===== src/rtl/ws2812_pkg.sv =====
// Shared WS2812/SK6812 timing and colour-order definitions for the LED transmitter and receiver.
package ws2812_pkg;

    function automatic int CYCLE_COUNT(input int sys_clk);
        return sys_clk / 800000;
    endfunction

    function automatic int H0(input int sys_clk);
        return CYCLE_COUNT(sys_clk) / 4;
    endfunction

    function automatic int H1(input int sys_clk);
        return CYCLE_COUNT(sys_clk) / 2;
    endfunction

    // Decision point sits midway between the H0 and H1 high times.
    function automatic int THRESH(input int sys_clk);
        return (CYCLE_COUNT(sys_clk) * 3) / 8;
    endfunction

    function automatic int MIN_HIGH(input int sys_clk);
        return CYCLE_COUNT(sys_clk) / 8;
    endfunction

    function automatic int MAX_HIGH(input int sys_clk);
        return CYCLE_COUNT(sys_clk);
    endfunction

    // Shorter than the transmitter's latch so a loopback always closes the frame.
    function automatic int GAP_COUNT(input int sys_clk);
        return 50 * CYCLE_COUNT(sys_clk);
    endfunction

    // Byte position of each colour in the 24-bit word, green sent first.
    localparam int COLOR_G = 2;
    localparam int COLOR_R = 1;
    localparam int COLOR_B = 0;

    typedef enum logic [1:0] {
        SYNC = 2'd0,
        IDLE = 2'd1,
        HIGH = 2'd2,
        LOW  = 2'd3
    } rx_state_e;

endpackage


===== src/rtl/ws2812_rx_if.sv =====
// Pixel/frame output bundle of the WS2812 receiver.
interface ws2812_rx_if #(
    parameter int NUM_LEDS = 8
);
    localparam int AW = (NUM_LEDS > 1) ? $clog2(NUM_LEDS) : 1;
    localparam int CW = $clog2(NUM_LEDS + 1);

    logic          pixel_valid_o;
    logic [AW-1:0] address_o;
    logic [7:0]    green_o;
    logic [7:0]    red_o;
    logic [7:0]    blue_o;
    logic          frame_done_o;
    logic [CW-1:0] led_count_o;
    logic          overflow_o;
    logic          error_o;
    logic          busy_o;

    modport master (
        output pixel_valid_o, address_o, green_o, red_o, blue_o,
        output frame_done_o, led_count_o, overflow_o, error_o, busy_o
    );

    modport slave (
        input pixel_valid_o, address_o, green_o, red_o, blue_o,
        input frame_done_o, led_count_o, overflow_o, error_o, busy_o
    );
endinterface


===== src/rtl/ws2812_rx_sync.sv =====
// Two-flop synchroniser for the asynchronous data line plus one edge-detect register.
module ws2812_rx_sync (
    input  logic clk_i,
    input  logic reset_i,
    input  logic di_i,
    output logic level,
    output logic rise,
    output logic fall
);
    logic s1, s2, s3;

    always_ff @(posedge clk_i or posedge reset_i) begin
        if (reset_i) begin
            s1 <= 1'b0;
            s2 <= 1'b0;
            s3 <= 1'b0;
        end else begin
            s1 <= di_i;
            s2 <= s1;
            s3 <= s2;
        end
    end

    assign level = s2;
    assign rise  = s2 & ~s3;
    assign fall  = ~s2 & s3;
endmodule


===== src/rtl/ws2812_rx.sv =====
// WS2812/SK6812 stream decoder: per-LED GRB pixel strobes and latch-gap frame reporting.
module ws2812_rx
    import ws2812_pkg::*;
#(
    parameter int NUM_LEDS     = 8,
    parameter int SYSTEM_CLOCK = 50000000
) (
    input  logic clk_i,
    input  logic reset_i,
    input  logic di_i,
    ws2812_rx_if.master px
);
    localparam int AW = (NUM_LEDS > 1) ? $clog2(NUM_LEDS) : 1;
    localparam int CW = $clog2(NUM_LEDS + 1);
    localparam int PW = $clog2(NUM_LEDS + 2);
    localparam int HW = $clog2(MAX_HIGH(SYSTEM_CLOCK) + 1);
    localparam int LW = $clog2(GAP_COUNT(SYSTEM_CLOCK) + 1);

    localparam logic [HW-1:0] THR_C   = HW'(THRESH(SYSTEM_CLOCK));
    localparam logic [HW-1:0] MINH_C  = HW'(MIN_HIGH(SYSTEM_CLOCK));
    localparam logic [HW-1:0] MAXH_C  = HW'(MAX_HIGH(SYSTEM_CLOCK));
    localparam logic [LW-1:0] GAPL_C  = LW'(GAP_COUNT(SYSTEM_CLOCK) - 1);
    localparam logic [PW-1:0] NLEDS_C = PW'(NUM_LEDS);

    logic level, rise, fall;

    ws2812_rx_sync u_sync (
        .clk_i   (clk_i),
        .reset_i (reset_i),
        .di_i    (di_i),
        .level   (level),
        .rise    (rise),
        .fall    (fall)
    );

    rx_state_e state, state_next;

    logic [HW-1:0] hi_cnt;
    logic [LW-1:0] lo_cnt;
    logic [4:0]    bit_cnt;
    logic [PW-1:0] pix_cnt;
    logic [23:0]   sr;
    logic          pix_pend;

    logic hi_clr, hi_inc, lo_clr, lo_inc, shift_en, drop, latch, abort, err;

    logic          pixel_valid, frame_done, overflow, error;
    logic [AW-1:0] address;
    logic [7:0]    green, red, blue;
    logic [CW-1:0] led_count;

    function automatic logic [CW-1:0] sat_count(input logic [PW-1:0] n);
        return (n > NLEDS_C) ? CW'(NUM_LEDS) : n[CW-1:0];
    endfunction

    always_ff @(posedge clk_i or posedge reset_i) begin
        if (reset_i) state <= SYNC;
        else         state <= state_next;
    end

    always_comb begin
        state_next = state;
        hi_clr     = 1'b0;
        hi_inc     = 1'b0;
        lo_clr     = 1'b0;
        lo_inc     = 1'b0;
        shift_en   = 1'b0;
        drop       = 1'b0;
        latch      = 1'b0;
        abort      = 1'b0;
        err        = 1'b0;
        case (state)
            SYNC: begin
                if (level) begin
                    lo_clr = 1'b1;
                end else if (lo_cnt == GAPL_C) begin
                    lo_clr     = 1'b1;
                    state_next = IDLE;
                end else begin
                    lo_inc = 1'b1;
                end
            end
            IDLE: begin
                if (rise) begin
                    hi_clr     = 1'b1;
                    state_next = HIGH;
                end
            end
            HIGH: begin
                if (fall) begin
                    lo_clr     = 1'b1;
                    state_next = LOW;
                    if (hi_cnt < MINH_C) begin
                        err  = 1'b1;
                        drop = 1'b1;
                    end else begin
                        shift_en = 1'b1;
                    end
                end else if (hi_cnt >= MAXH_C) begin
                    // Line stuck high: resynchronise from scratch.
                    err        = 1'b1;
                    abort      = 1'b1;
                    lo_clr     = 1'b1;
                    state_next = SYNC;
                end else begin
                    hi_inc = 1'b1;
                end
            end
            LOW: begin
                if (rise) begin
                    hi_clr     = 1'b1;
                    state_next = HIGH;
                end else if (lo_cnt == GAPL_C) begin
                    latch      = 1'b1;
                    err        = (bit_cnt != 5'd0);
                    state_next = IDLE;
                end else begin
                    lo_inc = 1'b1;
                end
            end
            default: state_next = SYNC;
        endcase
    end

    always_ff @(posedge clk_i) begin
        if (shift_en) sr <= {sr[22:0], (hi_cnt >= THR_C)};
    end

    always_ff @(posedge clk_i or posedge reset_i) begin
        if (reset_i) begin
            hi_cnt      <= '0;
            lo_cnt      <= '0;
            bit_cnt     <= '0;
            pix_cnt     <= '0;
            pix_pend    <= 1'b0;
            pixel_valid <= 1'b0;
            frame_done  <= 1'b0;
            overflow    <= 1'b0;
            error       <= 1'b0;
            address     <= '0;
            green       <= '0;
            red         <= '0;
            blue        <= '0;
            led_count   <= '0;
        end else begin
            pixel_valid <= 1'b0;
            frame_done  <= 1'b0;
            error       <= err;

            if (hi_clr)      hi_cnt <= '0;
            else if (hi_inc) hi_cnt <= hi_cnt + 1'b1;

            if (lo_clr)      lo_cnt <= '0;
            else if (lo_inc) lo_cnt <= lo_cnt + 1'b1;

            if (shift_en) begin
                if (bit_cnt == 5'd23) begin
                    bit_cnt  <= '0;
                    pix_pend <= 1'b1;
                end else begin
                    bit_cnt <= bit_cnt + 1'b1;
                end
            end
            if (drop) bit_cnt <= '0;

            // Present the completed word one cycle after its last bit landed.
            if (pix_pend) begin
                pix_pend <= 1'b0;
                if (pix_cnt < NLEDS_C) begin
                    pixel_valid <= 1'b1;
                    address     <= pix_cnt[AW-1:0];
                    green       <= sr[COLOR_G*8 +: 8];
                    red         <= sr[COLOR_R*8 +: 8];
                    blue        <= sr[COLOR_B*8 +: 8];
                end else begin
                    overflow <= 1'b1;
                end
                if (pix_cnt <= NLEDS_C) pix_cnt <= pix_cnt + 1'b1;
            end

            if (latch) begin
                bit_cnt <= '0;
                pix_cnt <= '0;
                address <= '0;
                if (pix_cnt != '0) begin
                    frame_done <= 1'b1;
                    led_count  <= sat_count(pix_cnt);
                    overflow   <= (pix_cnt > NLEDS_C);
                end
            end

            if (abort) begin
                bit_cnt  <= '0;
                pix_cnt  <= '0;
                pix_pend <= 1'b0;
                address  <= '0;
            end
        end
    end

    assign px.pixel_valid_o = pixel_valid;
    assign px.address_o     = address;
    assign px.green_o       = green;
    assign px.red_o         = red;
    assign px.blue_o        = blue;
    assign px.frame_done_o  = frame_done;
    assign px.led_count_o   = led_count;
    assign px.overflow_o    = overflow;
    assign px.error_o       = error;
    assign px.busy_o        = (state == HIGH) || (state == LOW);
endmodule


===== src/flat_wrapper.sv =====
// flat-port wrapper written by rule: the top's interface ports become plain ports
module ws2812_rx_flat import ws2812_pkg::*;
#(
    parameter int NUM_LEDS     = 8,
    parameter int SYSTEM_CLOCK = 50000000
)
  (clk_i, reset_i, di_i, px_pixel_valid_o, px_address_o, px_green_o, px_red_o, px_blue_o, px_frame_done_o, px_led_count_o, px_overflow_o, px_error_o, px_busy_o);
  ws2812_rx_if #(.NUM_LEDS(NUM_LEDS)) px_i ();
  input  logic clk_i;
  input  logic reset_i;
  input  logic di_i;
  output wire logic [$bits(px_i.pixel_valid_o)-1:0] px_pixel_valid_o;
  output wire logic [$bits(px_i.address_o)-1:0] px_address_o;
  output wire logic [$bits(px_i.green_o)-1:0] px_green_o;
  output wire logic [$bits(px_i.red_o)-1:0] px_red_o;
  output wire logic [$bits(px_i.blue_o)-1:0] px_blue_o;
  output wire logic [$bits(px_i.frame_done_o)-1:0] px_frame_done_o;
  output wire logic [$bits(px_i.led_count_o)-1:0] px_led_count_o;
  output wire logic [$bits(px_i.overflow_o)-1:0] px_overflow_o;
  output wire logic [$bits(px_i.error_o)-1:0] px_error_o;
  output wire logic [$bits(px_i.busy_o)-1:0] px_busy_o;
  assign px_pixel_valid_o = px_i.pixel_valid_o;
  assign px_address_o = px_i.address_o;
  assign px_green_o = px_i.green_o;
  assign px_red_o = px_i.red_o;
  assign px_blue_o = px_i.blue_o;
  assign px_frame_done_o = px_i.frame_done_o;
  assign px_led_count_o = px_i.led_count_o;
  assign px_overflow_o = px_i.overflow_o;
  assign px_error_o = px_i.error_o;
  assign px_busy_o = px_i.busy_o;
  ws2812_rx #(.NUM_LEDS(NUM_LEDS), .SYSTEM_CLOCK(SYSTEM_CLOCK)) u_core (.clk_i(clk_i), .reset_i(reset_i), .di_i(di_i), .px(px_i));
endmodule

===== config.mk =====
export PLATFORM = sky130hd
export DESIGN_NAME = ws2812_rx_flat
export DESIGN_NICKNAME = d
export VERILOG_FILES = /design/src/rtl/ws2812_pkg.sv /design/src/rtl/ws2812_rx_if.sv /design/src/rtl/ws2812_rx_sync.sv /design/src/rtl/ws2812_rx.sv /design/src/flat_wrapper.sv
export SDC_FILE = /design/constraint.sdc
export NUM_CORES = 1
export LEC_CHECK = 0
export CAP_MARGIN = 15
export CORE_MARGIN = 2
export CORE_UTILIZATION = 45
export CTS_CLUSTER_SIZE = 24
export DETAILED_ROUTE_END_ITERATION = 16
export PLACE_DENSITY = 0.76
export SLEW_MARGIN = 20
export SYNTH_ARGS = -nofsm -noshare
export SYNTH_HDL_FRONTEND = slang
export SYNTH_SLANG_ARGS = --single-unit

===== constraint.sdc =====
create_clock -name clk_i -period 4.6 [get_ports clk_i]
set_input_delay 0.92 -clock clk_i [delete_from_list [all_inputs] [get_ports clk_i]]
set_output_delay 0.92 -clock clk_i [all_outputs]
set_load 0.02 [all_outputs]

# == After elaboration in Yosys (flattened, before gate mapping) ==
# Index checks and enable logic that the tools add are counted.
# word_totals
regBits,92
word_cells,122
# classes
add_sub_neg,4
magnitude_cmp,6
n_eq_ne,8
muxes,65
n_bitwise,4
reduce_logical,16
# ops
cell,count
1-bit 2-to-1 mux,37
5-bit 2-to-1 mux,5
12-bit 2-to-1 mux,2
4-bit 2-to-1 mux,5
"12-bit by 1-bit adder with 12-bit output, second input constant",1
"12-bit == test, second input constant",1
2-bit 2-to-1 mux,6
3-bit 2-to-1 mux,4
6-bit 2-to-1 mux,2
3-bit nonzero test,3
2-bit case mux with 4 select lines,1
2-bit AND reduction,4
4-bit nonzero test,2
"6-bit by 1-bit adder with 6-bit output, second input constant",1
"6-bit by 5-bit greater-or-equal comparator with 1-bit output, second input constant",1
"6-bit greater-or-equal comparator, second input constant",1
"6-bit by 3-bit < comparator with 1-bit output, second input constant",1
1-bit case mux with 2 select lines,3
"5-bit by 1-bit adder with 5-bit output, second input constant",1
"5-bit == test, second input constant",1
5-bit nonzero test,1
"4-bit by 1-bit adder with 4-bit output, second input constant",1
"2-bit == test, second input constant",2
"4-bit greater-than comparator, second input constant",1
13 further kinds,16

# == Longest topological paths before layout ==
# Gate-level depths: netlist of the first run.
# logic_depth
depth_word,8
depth_mapped,8
depth_no_buf,7

# == Hierarchy ==
# A second synthesis of the first run with hierarchy kept.
# hier_totals
cells_unflattened,324
area_unflattened_um2,4041.4
# modules_own_cells
mod,n_inst,cells_per_inst,area_per_inst_um2,seq_area_each_um2
ws2812_rx,1,318,3947.5,2347.3
ws2812_rx_sync,1,6,93.8,75.1

# == Worst setup path before layout of the first run ==
# Ideal clock, no wire load.
# synth_path
path_kind,reg2reg
start,register u_core.state[0]
end,register u_core.bit_cnt[2]
setup_time_ps,99
arrival_ps,1995
required_time_ps,4501
setup_slack_ps,2506
path_stages_with_launch,8
period_less_slack_ps,2094
cell_sequence,dfrtp_1 -> inv_1 -> ha_1 -> nand3b_1 -> nand2b_1 -> inv_1 -> a21oi_1 -> a311oi_1
# synth_rtl
item,line_no,source
"start, declared",ws2812_rx.sv:36,"rx_state_e state, state_next;"
"start signal, assigned",ws2812_rx.sv:58,else state <= state_next;
2-bit == test,ws2812_rx.sv:72,case (state)
1-bit 2-to-1 mux,ws2812_rx.sv:72,
net u_core.shift_en,ws2812_rx.sv:45,"logic hi_clr, hi_inc, lo_clr, lo_inc, shift_en, drop, latch, abort, err;"
4-bit nonzero test (no source line),--,
"end signal, assigned",ws2812_rx.sv:161,bit_cnt <= bit_cnt + 1'b1;
"end, declared",ws2812_rx.sv:40,logic [4:0] bit_cnt;
# The timed path passes the listed nets, and every way through them passes these cells.
# A chain may end at the register's enable or synchronous reset.

# == Worst setup path in the final report of the first run ==
# layout_path
start,register u_core.state[0]
end,output port px_busy_o
# layout_between
elab_chain_cells,2
# layout_rtl
item,line_no,source
2-bit == test,ws2812_rx.sv:210,assign px.busy_o = (state == HIGH) || (state == LOW);
1-bit logical OR *,ws2812_rx.sv:210,
"end, declared",flat_wrapper.sv:21,output wire logic [$bits(px_i.busy_o)-1:0] px_busy_o;
# Mark *: on every way between the ends. The rest lies on a longest branch, timed or not.

==> results.yml, run 1 <==
outcome:
  outcome: "finished clean"
final_layout:
  syn_to_final_growth_pct: 17.6
  ff_latch_area_mm2: 0.00242
  layout.nets: 362
  nFillCells: 693
  layout-drive-gt1-share: 0.139
  postLayoutCoreUtil: 0.551
  diodes: 0
  multi_input_area_mm2: 0.00137
drt:
  wl_per_cell_um: 14.4
  totalWireLength_um: 6610
  drt_iter0_markers: 157
  vias: 2466
  ant_nets: 0
  first_pass_iters: 4
  routed_via_density: 5.38
  drc: 0
setup_path:
  critPathMaxStageDelay_ns: 0.61
  worst-path-max-fanout: 5
  cp.required_ns: 3.68
  path_delay_family: "buffers and inverters"
  end_kind: "primary output"
  cp.arrival_ns: 1.94
  worstSetupPathType: "reg -> out"
  crit_chain: "inv_1 -> ha_1 -> inv_1 -> nand2_1 -> clkdlybuf4s50_1"
  crit_slowest_cell: "clkdlybuf4s50_1"
  r2r-start: "u_core.state[0]"
  crit_path_start_kind: "flip-flop"
  cp_num_buf_inv: 3
  crit_start: "u_core.state[0]"
  path_common_cell: "inv_1"
global_routing:
  grt_pass1_wl_um: 11600
  gr-usage-all-layers: 0.150
  grt_overflow_total: 0
  antenna_found_initial: 0
  grt_max_degree: 41
  grt_pass1_vias: 2386
clock_network:
  cts-hold-fix-buffers: 0
  postCtsSetupBuffers: 0
  cts_resized: 0
  cts_made_buffers: 9
  cts-root-buf: "clkbuf_8"
  path_clk_slew_ns: 0.10
  cts_htree_levels: 3
  cts.sinks: 92
  cts.path.max_buffers: 2
  cts_tree: "done"
  clock_latency_ns: 0.36
die:
  ios: 39
  dieArea_mm2: 0.00941
  rows: 33
  fp.dieH_um: 97.0
  core_area_mm2: 0.00830
  start_util: 0.469
  die_width_um: 97.0
sta:
  worst_pin_slew_ns: 0.936
  relSlewSlack: 0.375
  fmax_ghz: 0.350
  hold_slack_ns: 0.370
  setup_violations: 0
  final.period_utilization: 0.621
  fin_tns_setup_ns: 0
  drv_slew: 0
  rsz0062_at_grt: "no"
  setup_ws_ns: 1.74
  finalCriticalPeriod_ns: 2.86
  finClkSkew_ns: 0.0116
  finalHoldViolCount: 0
synthesis:
  ys_seq_area_frac: 0.622
  syn_area_mm2: 0.00389
  synth_area_leaders: "dfrtp_1 44%, edfxtp_1 19%, mux2_2 6.9%"
  syn_inst: 305
  synth-edff-count: 24
  avgSynthCellArea_um2: 12.8
  synthFlopType: "dfrtp_1"
  synthArstFlopShare: 0.739
  synthesis.nets: 319
  ys_seq_elements: 92
  synth_warnings: 0
  synth_top_area_cell: "dfrtp_1"
  synth_top_area_frac: 0.437
  ys_types: 49
placement:
  post-dp-hpwl_um: 4550
  port_buffers: 38
  place_worst_setup_slack_ns: 2.10
  gp_congestion: 0.888
power:
  ir_drop_mv: 0.159
  powerDensity_mw_per_mm2: 304
  power.leakage_nw: 1.93
min_path:
  worstHoldStart: "u_core.u_sync.s1"
  hp-class: "reg -> reg"
run:
  drv_cap: 0
routing by layer:
metal,global-route usage,part of all wire,up-vias
li1,-,-,1167
met2,0.228,0.46,55
met3,0.0426,0.043,11
met4,0.0477,0.013,0
met1,0.210,0.48,1233
met5,0,0,-
cells by family (layout without fill, tap and decap cells):
logic type / Yosys count / after routing / share of synthesized area
buffers and inverters: 23 / 71 / 0.0257
flip-flops: 92 / 92 / 0.622
multiplexers: 29 / 29 / 0.0823
adder cells (fa/ha/maj): 11 / 11 / 0.0354
XOR/XNOR: 16 / 16 / 0.0360
AO/OA/AOI/OAI: 38 / 38 / 0.0720
AND/OR/NAND/NOR: 96 / 96 / 0.126
state kept, by name, summed over array words and instances, names as in the netlist, 2 cells and up:
signal and count:
u_core.state 2, u_core.px.led_count_o 4, u_core.bit_cnt 5, u_core.pix_cnt 4, u_core.px.blue_o 8, u_core.lo_cnt 12, u_core.px.green_o 8, u_core.px.red_o 8
u_core.px.address_o 3, u_core.sr 24, u_core.hi_cnt 6
final cells by class:
| type | instances | area share |
|---|---|---|
| clock buffer | 9 | 0.0271 |
| clock inverter | 7 | 0.0161 |
| inverter | 15 | 0.0123 |
| multi-input combinational | 190 | 0.300 |
| sequential | 92 | 0.529 |
| tap | 105 | 0.0287 |
| timing repair buffer | 40 | 0.0864 |
layout by cell type, fill, tap and decap left out, drive strengths merged, types with 5 or more instances in the layout:
cell / instances
mux2: 24
xor2: 11
clkdlybuf4s50: 38
xnor2: 5
nand4: 8
nand2: 16
clkbuf: 9
ha: 11
a21oi: 8
mux2i: 5
nand3: 8
edfxtp: 24
nand2b: 6
dfrtp: 68
and3: 5
nor3b: 5
o21ai: 7
inv: 20
nor2: 34
per-stage QoR:
stage / area [um2] / power (W) / std cells
after floorplan: 3890 / 0.000874 / 305
after global placement: 4380 / 0.000881 / 442
after detailed placement: 4380 / 0.000883 / 442
after CTS: 4580 / 0.00141 / 458
after global routing: 4580 / 0.00146 / 458
final: 4580 / 0.00139 / 458
where the power goes:
| part | leakage, nW | internal, W | switching [W] |
|---|---|---|---|
| clock network | 0.101 | 0.000215 | 0.000312 |
| logic | 0.751 | 0.00000651 | 0.0000182 |
| registers | 1.08 | 0.000837 | 0.00000314 |
path summary, 6_finish.rpt:
path,end,slack [ns],cells past startpoint
worst min-delay path,u_core.u_sync.level,0.37,0
worst max-delay path,px_busy_o,1.74,5
min in group asynchronous,u_core.px.green_o[5],1.04,2
worst max register to register,u_core.bit_cnt[2],2.12,7
worst min register to register,u_core.u_sync.level,0.37,0
max in group asynchronous,u_core.px.red_o[5],2.70,3
synthesized netlist by cell type (all sizes together), types with 3 or more instances:
cell / count
nand4: 8
a21o: 3
xor2: 11
mux2i: 5
buf: 6
ha: 11
xnor2: 5
a21oi: 8
a31oi: 3
dfrtp: 68
edfxtp: 24
nand2b: 6
nor2: 34
nand3: 8
a22o: 3
nor3b: 5
inv: 15
nand2: 16
o21ai: 7
and3: 5
mux2: 24
Power figures use the tool's default switching activity.
==> run 2: changes to the inputs <==
==> constraint.sdc (replaced) <==
create_clock -name clk_i -period 2.9 [get_ports clk_i]
set_input_delay 0.58 -clock clk_i [delete_from_list [all_inputs] [get_ports clk_i]]
set_output_delay 0.58 -clock clk_i [all_outputs]
set_load 0.02 [all_outputs]
==> run 2 against run 1 <==
Effect of this change: sequential power increased by 58%; final cell count increased by 0.22%; non-clock buffer count increased by 1; power increased by 59%; clock power increased by 60%; utilization increased by 0.23 points; final area increased by 0.41%; die area unchanged; critical endpoint unchanged; largest power group unchanged.
==> results.yml, run 2 (same netlist as run 1, synthesis figures left out) <==
global_routing:
  gr-usage-all-layers: 0.149
  grt_pass1_wl_um: 11500
  grt_pass1_vias: 2392
  antenna_found_initial: 0
  grt_overflow_total: 0
  grt_max_degree: 69
sta:
  finalHoldViolCount: 0
  drv_slew: 0
  hold_slack_ns: 0.355
  finClkSkew_ns: 0.0210
  final.period_utilization: 0.846
  fmax_ghz: 0.408
  setup_violations: 0
  relSlewSlack: 0.539
  fin_tns_setup_ns: 0
  rsz0062_at_grt: "no"
  worst_pin_slew_ns: 0.687
  finalCriticalPeriod_ns: 2.45
clock_network:
  postCtsSetupBuffers: 0
  cts-hold-fix-buffers: 0
  cts.sinks: 92
  cts_resized: 0
  cts_tree: "done"
  path_clk_slew_ns: 0.09
  cts.path.max_buffers: 2
  cts_made_buffers: 9
  clock_latency_ns: 0.37
  cts-root-buf: "clkbuf_8"
  cts_htree_levels: 3
setup_path:
  end_kind: "primary output"
  crit_chain: "inv_1 -> ha_1 -> inv_1 -> nand2_1 -> clkdlybuf4s50_1"
  crit_slowest_cell: "clkdlybuf4s50_1"
  worstSetupPathType: "reg -> out"
  worst-path-max-fanout: 5
  cp.required_ns: 2.32
  crit_path_start_kind: "flip-flop"
  cp.arrival_ns: 1.87
  critPathMaxStageDelay_ns: 0.59
  path_common_cell: "inv_1"
min_path:
  hp-class: "reg -> reg"
run:
  drv_cap: 0
drt:
  drt_iter0_markers: 112
  first_pass_iters: 4
  totalWireLength_um: 6670
  ant_nets: 0
  wl_per_cell_um: 14.5
  vias: 2436
  routed_via_density: 5.31
  drc: 0
final_layout:
  layout_common_cells: "68 x dfrtp_1, 38 x clkdlybuf4s50_1, 34 x nor2_1, 24 x mux2_2, 24 x edfxtp_1"
  layout-drive-gt1-share: 0.141
  largest_register_ffs: 24
  layout_commonest_cell: "dfrtp_1"
  nFillCells: 690
  reg_top3: "u_core.sr: 24 flops, u_core.lo_cnt: 12 flops"
  regMostFlops: "u_core.sr"
  syn_to_final_growth_pct: 18.0
  layout.nets: 363
  diodes: 0
die:
  die_width_um: 97.0
  core_area_mm2: 0.00830
  rows: 33
  dieArea_mm2: 0.00941
  fp.dieH_um: 97.0
  ios: 39
  start_util: 0.469
power:
  powerDensity_mw_per_mm2: 483
  ir_drop_mv: 0.278
  power.leakage_nw: 1.93
placement:
  post-dp-hpwl_um: 4400
  port_buffers: 38
  gp_congestion: 0.830
outcome:
  outcome: "finished clean"
[run 2: cell types whose count changed in the layout (fill, tap and decap cells not counted)]
| cell | delta |
|---|---|
| buf_12 | +1 |
| clkinv_4 | -1 |
| clkinvlp_4 | +1 |
[run 2: power by group]
part           switching, W  internal, W
clock              0.000505     0.000340
sequential       0.00000491      0.00133
combinational     0.0000290    0.0000122
[run 2: final timing paths]
path | startpoint | end | slack [ns] | cells past startpoint
max in group asynchronous | reset_i | u_core.px.blue_o[0] | 2.02 | 3
setup / recovery | u_core.state[0] | px_busy_o | 0.45 | 5
hold / removal | u_core.u_sync.s1 | u_core.u_sync.level | 0.36 | 0
hold reg to reg | u_core.u_sync.s1 | u_core.u_sync.level | 0.36 | 0
min in group asynchronous | reset_i | u_core.px.green_o[1] | 0.60 | 3
setup reg to reg | u_core.state[0] | u_core.bit_cnt[2] | 0.78 | 8
[run 2: per-layer routing]
metal | track usage | vias to the layer above | share of wire
met2 | 0.231 | 57 | 0.47
met3 | 0.0354 | 8 | 0.045
met4 | 0.0542 | 0 | 0.011
met5 | 0 | - | 0
li1 | - | 1179 | -
met1 | 0.205 | 1192 | 0.48
[run 2: cell type report]
type                       count  area, um2  area share
multi-input combinational    190       1370       0.299
clock buffer                   9        124      0.0270
timing repair buffer          41        415      0.0904
tap                          105        131      0.0286
sequential                    92       2420       0.527
clock inverter                 7       72.6      0.0158
inverter                      15       56.3      0.0123
[run 2: per-stage QoR]
step	utilization	worst slack, ns	cells	power (W)	area, um2
2_1_floorplan	-	0.608	305	0.00139	3890
3_3_place_gp	0.530	0.869	443	0.00140	4400
3_5_place_dp	0.530	0.769	443	0.00140	4400
4_1_cts	0.554	0.428	459	0.00224	4590
5_1_grt	0.554	0.356	459	0.00230	4590
6_report	0.554	0.448	459	0.00222	4590
[run 2: worst max-delay path: cells and delay by family (launching register included)]
kind,cells,cell delay [ns]
flops,1,0.41
fa+ha+maj,1,0.27
buf+inv,3,0.77
simple gates,1,0.07
